===== src/rtl/move_pkg.sv =====
// Shared definitions for the move collector: flag field layout and FSM state encoding.
package move_pkg;

   localparam int FLAG_W = 7;
   localparam int SQ_W   = 6;

   // flag bit positions inside the flag field (field sits at the top of the move word)
   localparam int FLG_INVALID = 6;
   localparam int FLG_PROMOTE = 5;
   localparam int FLG_PAWN    = 4;
   localparam int FLG_PAWN2   = 3;
   localparam int FLG_EP      = 2;
   localparam int FLG_CASTLE  = 1;
   localparam int FLG_CAPTURE = 0;

   typedef enum logic [1:0] {
      IDLE  = 2'd0,
      SCAN  = 2'd1,
      DRAIN = 2'd2,
      DONE  = 2'd3
   } state_t;

endpackage


===== src/rtl/move_fifo.sv =====
// Synchronous show-ahead FIFO; head word is visible on rd_data one cycle after it is written.
module move_fifo #(
   parameter int WIDTH = 19,
   parameter int DEPTH = 64
) (
   input  logic                     clk,
   input  logic                     reset,
   input  logic                     wr,
   input  logic [WIDTH-1:0]         wr_data,
   input  logic                     rd,
   output logic [WIDTH-1:0]         rd_data,
   output logic                     empty,
   output logic                     full,
   output logic [$clog2(DEPTH):0]   count
);

   localparam int AW = $clog2(DEPTH);
   localparam int CW = AW + 1;

   logic [WIDTH-1:0] mem [DEPTH];
   logic [AW-1:0]    wr_ptr;
   logic [AW-1:0]    rd_ptr;
   logic             do_wr;
   logic             do_rd;

   // a full FIFO refuses writes even if a read happens in the same cycle
   assign do_wr   = wr & ~full;
   assign do_rd   = rd & ~empty;
   assign empty   = (count == '0);
   assign full    = (count == CW'(DEPTH));
   assign rd_data = mem[rd_ptr];

   always_ff @(posedge clk) begin
      if (!reset) begin
         wr_ptr <= '0;
         rd_ptr <= '0;
         count  <= '0;
      end else begin
         if (do_wr) wr_ptr <= wr_ptr + 1'b1;
         if (do_rd) rd_ptr <= rd_ptr + 1'b1;
         case ({do_wr, do_rd})
            2'b10:   count <= count + 1'b1;
            2'b01:   count <= count - 1'b1;
            default: count <= count;
         endcase
      end
   end

   always_ff @(posedge clk) begin
      if (do_wr) mem[wr_ptr] <= wr_data;
   end

endmodule


===== src/rtl/move_collector.sv =====
// Round-robin drain of NCH per-square move FIFOs into one output FIFO.
// Optional MOVE_COLLECTOR_FILTER_EN: words flagged invalid are popped but not forwarded.
//
// state | meaning
// IDLE  | waiting for the first start after reset
// SCAN  | looking for the next done, uncollected channel from rr_ptr
// DRAIN | popping channel ch until its source FIFO is empty
// DONE  | every channel collected; waits for start to re-arm
module move_collector
   import move_pkg::*;
#(
   parameter int NCH    = 8,
   parameter int MOVE_W = 19,
   parameter int DEPTH  = 64,
   parameter int CNT_W  = 16
) (
   input  logic                     clk,
   input  logic                     reset,
   input  logic                     start,
   input  logic [NCH-1:0]           sq_done,
   input  logic [NCH-1:0]           sq_empty,
   input  logic [NCH*MOVE_W-1:0]    sq_data,
   output logic [NCH-1:0]           sq_rden,
   output logic [MOVE_W-1:0]        out_data,
   output logic                     out_empty,
   input  logic                     out_rden,
   output logic [$clog2(DEPTH):0]   out_count,
   output logic [CNT_W-1:0]         move_total,
   output logic                     busy,
   output logic                     done
);

   localparam int CH_W = (NCH > 1) ? $clog2(NCH) : 1;

   state_t            state, state_nx;
   logic [NCH-1:0]    collected, collected_nx;
   logic [CH_W-1:0]   rr_ptr, rr_nx;
   logic [CH_W-1:0]   ch, ch_nx;
   logic [CH_W-1:0]   pick;
   logic              found;
   logic              clear_total;
   logic              pop;
   logic              fifo_wr;
   logic              full;
   logic [MOVE_W-1:0] head;

   assign head = sq_data[ch*MOVE_W +: MOVE_W];

   // lowest offset from rr_ptr wins, so walk offsets downward and let the last hit stand
   always_comb begin
      int idx;
      idx   = 0;
      found = 1'b0;
      pick  = '0;
      for (int k = NCH - 1; k >= 0; k--) begin
         idx = int'(rr_ptr) + k;
         if (idx >= NCH) idx = idx - NCH;
         if (sq_done[idx] && !collected[idx]) begin
            found = 1'b1;
            pick  = CH_W'(idx);
         end
      end
   end

   always_comb begin
      state_nx     = state;
      collected_nx = collected;
      rr_nx        = rr_ptr;
      ch_nx        = ch;
      clear_total  = 1'b0;
      pop          = 1'b0;
      sq_rden      = '0;
      case (state)
         IDLE, DONE: begin
            if (start) begin
               state_nx     = SCAN;
               collected_nx = '0;
               clear_total  = 1'b1;
            end
         end
         SCAN: begin
            if (&collected) begin
               state_nx = DONE;
            end else if (found) begin
               ch_nx    = pick;
               state_nx = DRAIN;
            end
         end
         DRAIN: begin
            if (sq_empty[ch]) begin
               collected_nx[ch] = 1'b1;
               rr_nx            = (ch == CH_W'(NCH - 1)) ? '0 : ch + 1'b1;
               state_nx         = SCAN;
            end else if (!full) begin
               pop         = 1'b1;
               sq_rden[ch] = 1'b1;
            end
         end
         default: state_nx = IDLE;
      endcase
   end

`ifdef MOVE_COLLECTOR_FILTER_EN
   localparam int INV_BIT = MOVE_W - FLAG_W + FLG_INVALID;
   assign fifo_wr = pop & ~head[INV_BIT];
`else
   assign fifo_wr = pop;
`endif

   always_ff @(posedge clk) begin
      if (!reset) begin
         state      <= IDLE;
         collected  <= '0;
         rr_ptr     <= '0;
         ch         <= '0;
         move_total <= '0;
      end else begin
         state     <= state_nx;
         collected <= collected_nx;
         rr_ptr    <= rr_nx;
         ch        <= ch_nx;
         if (clear_total)
            move_total <= '0;
         else if (fifo_wr && (move_total != {CNT_W{1'b1}}))
            move_total <= move_total + 1'b1;
      end
   end

   assign busy = (state == SCAN) || (state == DRAIN);
   assign done = (state == DONE);

   move_fifo #(
      .WIDTH (MOVE_W),
      .DEPTH (DEPTH)
   ) u_fifo (
      .clk     (clk),
      .reset   (reset),
      .wr      (fifo_wr),
      .wr_data (head),
      .rd      (out_rden),
      .rd_data (out_data),
      .empty   (out_empty),
      .full    (full),
      .count   (out_count)
   );

endmodule


===== config.mk =====
export PLATFORM = sky130hd
export DESIGN_NAME = move_collector
export DESIGN_NICKNAME = d
export VERILOG_FILES = /design/src/rtl/move_pkg.sv /design/src/rtl/move_fifo.sv /design/src/rtl/move_collector.sv
export SDC_FILE = /design/constraint.sdc
export NUM_CORES = 1
export LEC_CHECK = 0
export CAP_MARGIN = 25
export CORE_UTILIZATION = 60
export CTS_CLUSTER_DIAMETER = 100
export DETAILED_ROUTE_END_ITERATION = 7
export GPL_ROUTABILITY_DRIVEN = 0
export PLACE_DENSITY = 0.79
export RECOVER_POWER = 100
export SYNTH_ARGS = -nofsm -noshare
export SYNTH_HDL_FRONTEND = slang
export SYNTH_SLANG_ARGS = --single-unit
export TNS_END_PERCENT = 50

===== constraint.sdc =====
create_clock -name clk -period 10.3 [get_ports clk]
set_input_delay 2.06 -clock clk [delete_from_list [all_inputs] [get_ports clk]]
set_output_delay 2.06 -clock clk [all_outputs]
set_load 0.02 [all_outputs]

After elaboration in Yosys (flattened, before gate mapping)
Memory sizes are Yosys's and may differ from the RTL's. A register that Yosys moved wholly into a read port is not among the register bits.
Cells that the tools add are included.
{"block": "word_totals", "latchBits": 0, "register_bits": 51, "out_inout_bits": 53, "mem_bits_ro": 0, "inputBits": 172, "n_memories": 1, "elab_cells": 196, "mem_bits_rw": 1216}
{"name": "u_fifo.mem", "depth": 64, "word_bits": 19, "rd": 1, "rd_ports_with_merged_regs": 1, "write_ports": 1, "line": "move_fifo.sv:20", "text": "logic [WIDTH-1:0] mem [DEPTH];"}
{"block": "op_classes", "bitwise": 7, "n_addsub": 21, "reduce_logical": 30, "n_eq_ne": 11, "mul": 1, "shifts": 1, "div_mod_pow": 0, "n_lt_le_gt_ge": 18, "n_mux": 98}
{"op": "$lt 32x5->1 const B", "count": 8}
{"op": "$mux 32", "count": 8}
{"op": "$shiftx 152x9->19", "count": 1}
{"op": "$bmux 1 s3", "count": 17}
{"op": "$mux 1", "count": 49}
{"op": "$mux 8", "count": 5}
{"op": "$sub 4x4->5 const B", "count": 7}
{"op": "$ge 4x4->1 const B", "count": 7}
{"op": "$mux 3", "count": 9}
{"op": "$add 16x1->16 const B", "count": 1}
{"op": "$add 3x3->4 const B", "count": 4}
{"op": "$ne 16x16->1 const B", "count": 1}
{"op": "$pmux 8 s2", "count": 1}
{"op": "$pmux 7 s2", "count": 1}
{"op": "$add 6x1->6 const B", "count": 2}
{"op": "$mux 6", "count": 2}
{"op": "$logic_and 1x1->1", "count": 10}
{"op": "$reduce_and 3->1", "count": 3}
{"op": "$add 3x2->4 const B", "count": 2}
{"op": "$logic_not 1->1", "count": 8}
{"op": "$mul 3x5->8 const B", "count": 1}
{"op": "$mux 2", "count": 4}
{"op": "$or 8x8->8", "count": 1}
{"op": "$reduce_and 8->1", "count": 1}
{"op": "24 further kinds", "count": 34}

Depth between registers and ports, before layout
Gate-level depths: netlist of run 1.
{"block": "logic_depth", "word_depth": 19, "ltp_mapped": 17, "mapped_depth_nobuf": 14}

Cells and area by module
From an unflattened synthesis of run 1, not the netlist that was laid out.
{"block": "hier_totals", "hier_cells": 2625, "hier_area_um2": 51224.1}
{"mod": "move_fifo", "area_per_inst_um2": 47967.3, "cells_each": 2217, "seq_area_each_um2": 37015.5, "instances": 1}
{"mod": "move_collector", "area_per_inst_um2": 3256.9, "cells_each": 408, "seq_area_each_um2": 640.6, "instances": 1}

Least setup slack after synthesis of run 1
OpenSTA, ideal clock, no wires.
{"block": "synth_path", "path_type": "input-to-output", "start": "input sq_empty[7]", "end": "output sq_rden[3]", "n_path_buf": 1, "slack_ns": 4.638, "required_time_ns": 8.240, "arrival_time_ns": 3.602, "path_stages": 6, "cell_sequence": "mux4_2 mux2i_1 o211a_1 buf_4 inv_4 nor3_1"}
{"block": "synth_via", "elab_chain_len": 4}
{"item": "from (decl)", "line": "move_collector.sv:21", "text": "input logic [NCH-1:0] sq_empty,"}
{"item": "$bmux 1 s3", "line": "move_collector.sv:90", "text": "if (sq_empty[ch]) begin"}
{"item": "$mux 1 (not written as such)", "line": "move_collector.sv:90"}
{"item": "$mux 8", "line": "move_collector.sv:90"}
{"item": "$mux 8", "line": "move_collector.sv:73", "text": "case (state)"}
{"item": "to (decl)", "line": "move_collector.sv:23", "text": "output logic [NCH-1:0] sq_rden,"}
No other way between the ends. The select of a mux whose other input is x is not followed.

Worst setup path after layout of run 1
{"block": "layout_path", "start": "input sq_empty[3]", "end": "output sq_rden[3]"}
Same word-level chain as after synthesis.

==> qor.csv, run 1 <==
metric,value,unit
status,"complete, but fails checks",
violated checks,"max-capacitance violations, max-slew violations",
final hold vios,0,
hpwl dp,70790,um
Synth Area in XOR/XNOR,0.5370,%
origin of the critical flop-to-flop path,ch[0],
CTS sink cnt,1273,
Syn-to-layout area delta,14.80,%
IO Port Bufs,224,
crit path cell chain,dlygate4sd3_1 -> mux4_2 -> mux2i_1 -> o211a_1 -> clkinvlp_2 -> nor3_1 -> dlygate4sd3_1,
routed vias,27040,
CP max stage cell,dlygate4sd3_1,
syn_area_per_cell,21.80,um^2
most frequent cells in the layout,"edfxtp_1 (1216), mux4_2 (410), clkdlybuf4s50_1 (172), clkbuf_16 (120), nor2_1 (103)",
vias in the first global route,27480,
CP Max Fanout,11,
Root Driver,clkbuf_16,
routed wire length,133600,um
Reg2Reg Depth,8,
Worst Hold Class,reg2reg,
DR iter-0 viols,3809,
FF-to-FF setup slack,4.00,ns
io pins,225,
GR Overflow Total,0,
Worst Path Required,8.24,ns
Pwr Density,243.3,nW/um^2
core area,83560,um^2
CTS Buffer Depth,3,
Hold Crit Depth,2,
largest net degree at the start of global routing,97,
Clock Latency Late Sink,0.72,ns
first-pass GRT wire length,192000,um
most common cell type on the critical path,dlygate4sd3_1,
"CTS clk-pin slew, worst paths",0.06,ns
Hold Worst Slack,0.5091,ns
crit start category,input pin,
die height,292.3,um
Die Width,292.3,um
H-Tree Depth,3,
largest family of logic cells by synthesized area,multiplexers,
max_cap viols,58,
Post-synth EDFFs,1216,
slew margin rel.,-125.8,%
CTS buffer count,119,
number of antenna violations at the first check in global routing,7,
CP Buf/Inv Count,3,
Lkg Pwr,17.63,nW
setup tns final,0,ns
Synth Area in Compound Gates,2.061,%
min cycle time layout,7.807,ns
hold_buf cts,0,
Seq cells post-synth,1273,
f_max,128.1,MHz
cell count after synthesis,2319,
TritonRoute pass-1 iters,6,
Post-Syn Area,50560,um^2
Critical R2R Capture,u_fifo.mem[33][15],
share of layout cells above drive strength 1,23.48,%
Setup Buffers After CTS,0,
Mapped Nets,2504,
ys async rst share,0,%
Starting Density,60.52,%
Nets,2806,
hold-critical path endpoint,state[1],
CTS tree,yes,
Via density,7.110,
Routed WL per cell,35.13,um
unrepaired setup endpoints after global routing,no,
Crit path depth,7,
Final Max Tran Viols,2000,
number of cell rows,106,
Final ANT Viol Nets,0,
Unique masters post-synth,56,
simple-gate share of the synthesized area,2.794,%
Die ar.,85440,um^2
element type at the critical path end,primary output,
Post-route DRC,0,
"most common cell after layout, fill and taps aside",edfxtp_1,
hold_sp,state[1],
"CP delay by family, top",buffers and inverters,
Crit Path Category,in2out,
post-synthesis mux area share,18.58,%
Post-synth top flop,edfxtp_1,
Syn. warnings,0,
share of the yosys chip area belonging to registers,74.47,%
crit share post-route,75.80,%
critical path arrival,5.75,ns
adder-cell area share of the yosys netlist,0.3217,%
final setup fails,0,
Worst-Margin Slew,3.387,ns
max incr delay on CP,0.72,ns
Max IR drop VDD,0.0002882,V
gr usage total,31.81,%
CTS resizes,0,
Clock Skews,0.06224,ns
total chip power,14.12,mW
-- final cells by class --
type / instances / area [um^2]
fill: 4860 / 25510
antenna: 2 / 5.005
timing repair buffer: 314 / 2750
inverter: 10 / 38.79
clock inverter: 72 / 765.7
tap: 1080 / 1351
clock buffer: 149 / 3146
multi-input combinational: 903 / 12320
sequential: 1273 / 37670
-- sequential cells by signal (all words and copies together) (netlist names), 3 cells and up, named ones only --
name	count
move_total	16
rr_ptr	3
u_fifo.wr_ptr	6
u_fifo.rd_ptr	6
u_fifo.count	7
collected	8
u_fifo.mem	1216
ch	3
-- per-layer routing --
metal  share of wire, %  vias to the layer above  track usage (%)
li1                   -                    10450                -
met1                 34                    14150            42.53
met2                 51                     2055            52.61
met3                 11                      379            6.063
met4                4.3                        8            12.31
met5              0.041                        -                0
-- worst min-delay path, stage by stage (launching register included) --
cell	delay [ns]
dfxtp_1	0.33
inv_1	0.08
a21oi_1	0.06
-- per-stage QoR --
step	utilization (%)	cell area [um^2]	setup slack, ns	instances
2_1_floorplan	-	50560	4.638	2319
3_3_place_gp	65.30	54560	3.362	3578
3_5_place_dp	65.32	54580	3.295	3579
4_1_cts	70.00	58490	3.277	3800
5_1_grt	69.46	58040	2.198	3801
6_report	69.47	58050	2.493	3803
-- synthesized netlist by cell type, types with 10 or more instances --
master,number,share of area (%)
nor2b_1,11,0.14
a21oi_1,30,0.30
or3_1,10,0.12
o21ai_0,22,0.22
nand4_1,25,0.31
clkbuf_1,83,0.62
buf_2,28,0.28
nand2b_1,15,0.19
dfxtp_1,57,2.3
nor2_1,123,0.91
edfxtp_1,1216,72
a22oi_1,77,1.1
nand2_1,30,0.22
xor2_1,17,0.29
mux2i_1,15,0.30
buf_1,12,0.089
mux4_2,410,18
xnor2_1,14,0.24
and3_1,11,0.14
ha_1,13,0.32
-- cells by family (layout without fill, tap and decap cells) --
logic type                 count (synthesis)  after routing
AOI/OAI and AO/OA                        155            155
xor gates and xnor gates                  31             31
adders and majority gates                 13             13
buffers and inverters                    143            545
DFF                                     1273           1273
muxes                                    426            426
other                                      0              2
and+or+nand+nor                          278            278
-- power breakdown --
part | internal [mW] | total (mW) | switching [mW]
sequential | 6.91 | 7.00 | 0.0908
combinational | 0.792 | 2.71 | 1.92
clock | 2.46 | 4.41 | 1.96
total | 10.2 | 14.1 | 3.97
-- how the worst max path moves through the flow --
stage	startpoint	end	slack, ns
floorplan	sq_empty[7]	sq_rden[3]	4.64
global placement	sq_empty[6]	sq_rden[5]	3.36
detailed placement	sq_empty[6]	sq_rden[3]	3.29
CTS	sq_empty[6]	sq_rden[3]	3.28
global route	register	out_data[16]	2.20
finish	sq_empty[3]	sq_rden[3]	2.49
Power figures use the tool's default switching activity.
==> inputs of run 2 (changes only) <==
Clock period 10.3 ns to 7.7 ns, I/O delays scaled along.
==> run 2 against run 1 <==
  * The flow still finishes with violations (max-capacitance violations, max-slew violations)
  * Sequential power increased by 34%
  * First-iteration DRC count fell by 4.8%
  * Clock-buffer cell count decreased by 7
  * Register-to-register slack lost 2.4 ns
  * Final area is 0.12% higher
  * Global-route usage grew 0.62 points
  * Hold slack better by 0.013 ns
  * Critical path type is now reg2out
  * Largest cell class unchanged
==> qor.csv, run 2 (same netlist as run 1, synthesis figures left out) <==
metric,value,unit
status,"complete, but fails checks",
violated checks,"max-capacitance violations, max-slew violations",
Critical R2R Capture,u_fifo.mem[11][11],
PnR worst setup slack,0.9557,ns
f_max,148.3,MHz
hold_sp,collected[0],
Post-route DRC,0,
TritonRoute pass-1 iters,6,
CTS sink cnt,1273,
Worst Hold Class,reg2reg,
gr usage total,32.43,%
Reg2Reg Depth,7,
Int Power,13.67,mW
crit start category,register,
IO Port Bufs,224,
Hold Worst Slack,0.5218,ns
origin of the critical flop-to-flop path,ch[0],
element type at the critical path end,primary output,
Largest register FFs,1216,
largest net degree at the start of global routing,89,
Placed Area,54450,um^2
CP Max Fanout,51,
Largest regs,"u_fifo.mem x1216, move_total x16, collected x8",
post-layout util,69.56,%
critical path arrival,5.20,ns
crit share post-route,87.59,%
Worst Path Required,6.16,ns
FF-to-FF setup slack,1.62,ns
Root Driver,clkbuf_16,
H-Tree Depth,3,
Starting Density,60.52,%
Die ar.,85440,um^2
final hold vios,0,
most frequent cells in the layout,"edfxtp_1 (1216), mux4_2 (410), clkdlybuf4s50_1 (177), nor2_1 (122), clkbuf_16 (121)",
routed wire length,140900,um
Max IR drop VDD,0.0003677,V
"CTS clk-pin slew, worst paths",0.06,ns
Pwr Density,333.3,nW/um^2
Logic pwr share,20.9,%
number of cell rows,106,
Largest Register,u_fifo.mem,
unrepaired setup endpoints after global routing,no,
Final ANT Viol Nets,0,
Setup Buffers After CTS,0,
Clock Latency Late Sink,0.72,ns
Final Max Tran Viols,1355,
Nets,2822,
Routed WL per cell,36.90,um
CTS resizes,0,
vias in the first global route,26850,
CTS tree,yes,
Sw Share,29.43,%
"most common cell after layout, fill and taps aside",edfxtp_1,
CTS Buffer Depth,3,
io pins,225,
clock share of power,30.5,%
core area,83560,um^2
Lkg Pwr,17.71,nW
routed vias,27250,
P_sw,5.701,mW
min cycle time layout,6.744,ns
Die Width,292.3,um
CTS buffer count,120,
first-pass GRT wire length,194100,um
die height,292.3,um
hpwl dp,78510,um
GR Overflow Total,0,
Via density,7.138,
Crit Path Category,reg2out,
slew margin rel.,-165.1,%
hold-critical path endpoint,collected[0],
Clock Skews,0.04035,ns
Worst-Margin Slew,3.976,ns
DR iter-0 viols,3626,
fillers,4804,
"Design Area, Final",58120,um^2
Place WS,1.628,ns
final setup fails,0,
Hold Crit Depth,2,
number of antenna violations at the first check in global routing,8,
share of layout cells above drive strength 1,23.22,%
Syn-to-layout area delta,14.94,%
sequential share of power,48.6,%
setup tns final,0,ns
max_cap viols,25,
hold_buf cts,0,
==> run 2: cell types whose count changed in the layout (fill, tap and decap cells not counted), sizes merged <==
cell           before  now
buf                20   26
clkbuf            219  221
clkdlybuf4s50     172  177
clkinv             50   57
clkinvlp            8    7
diode               2    3
dlygate4sd3        52   47
==> run 2: worst max path at each step <==
stage	endpoint	slack, ns	depth (start not counted)	start
CTS	out_data[16]	1.57	6	register
finish	out_data[15]	0.96	6	register
global placement	u_fifo.mem[43][10]	1.77	8	sq_empty[7]
global route	out_data[15]	0.77	6	register
floorplan	u_fifo.count[6]	3.06	16	sq_empty[7]
detailed placement	u_fifo.mem[59][10]	1.63	8	sq_empty[7]
==> run 2: per-stage QoR <==
step	total power, mW	cells
final	19.37	3818
after global routing	19.76	3815
after CTS	19.14	3770
after detailed placement	13.35	3550
after global placement	13.12	3536
after floorplan	11.50	2319
==> run 2: area by class of cell <==
class	count	area, um^2	area share [%]
Inverter	10	38.79	0.06674
Clock inverter	78	762.0	1.311
Timing Repair Buffer	329	2865	4.930
Multi-Input combinational cell	903	12270	21.12
Antenna cell	3	7.507	0.01292
Tap cell	1080	1351	2.325
Sequential cell	1273	37670	64.82
Clock buffer	142	3147	5.415
==> run 2: critical path: stages, from the launching register on <==
cell and delay [ns]:
dfxtp_4 0.69, buf_16 0.30, clkbuf_4 1.00, mux4_2 0.66, mux4_2 0.55, mux4_2 0.56
dlygate4sd3_1 0.70
==> run 2: power groups by stage <==
| stage | clock (mW) | sequential (mW) | combinational, mW |
|---|---|---|---|
| after floorplan | 0 | 9.35 | 2.14 |
| after global placement | 0 | 9.30 | 3.82 |
| after detailed placement | 0 | 9.30 | 4.05 |
| after CTS | 5.92 | 9.15 | 4.07 |
| after global routing | 6.17 | 9.42 | 4.17 |
| final | 5.92 | 9.41 | 4.04 |
==> run 2: routing by layer <==
layer / global-route usage, % / part of all wire (%) / up-vias
li1: - / - / 10480
met5: 0 / 0.040 / -
met1: 42.77 / 34 / 14100
met2: 52.93 / 50 / 2283
met4: 13.65 / 5.5 / 8
met3: 7.239 / 11 / 386
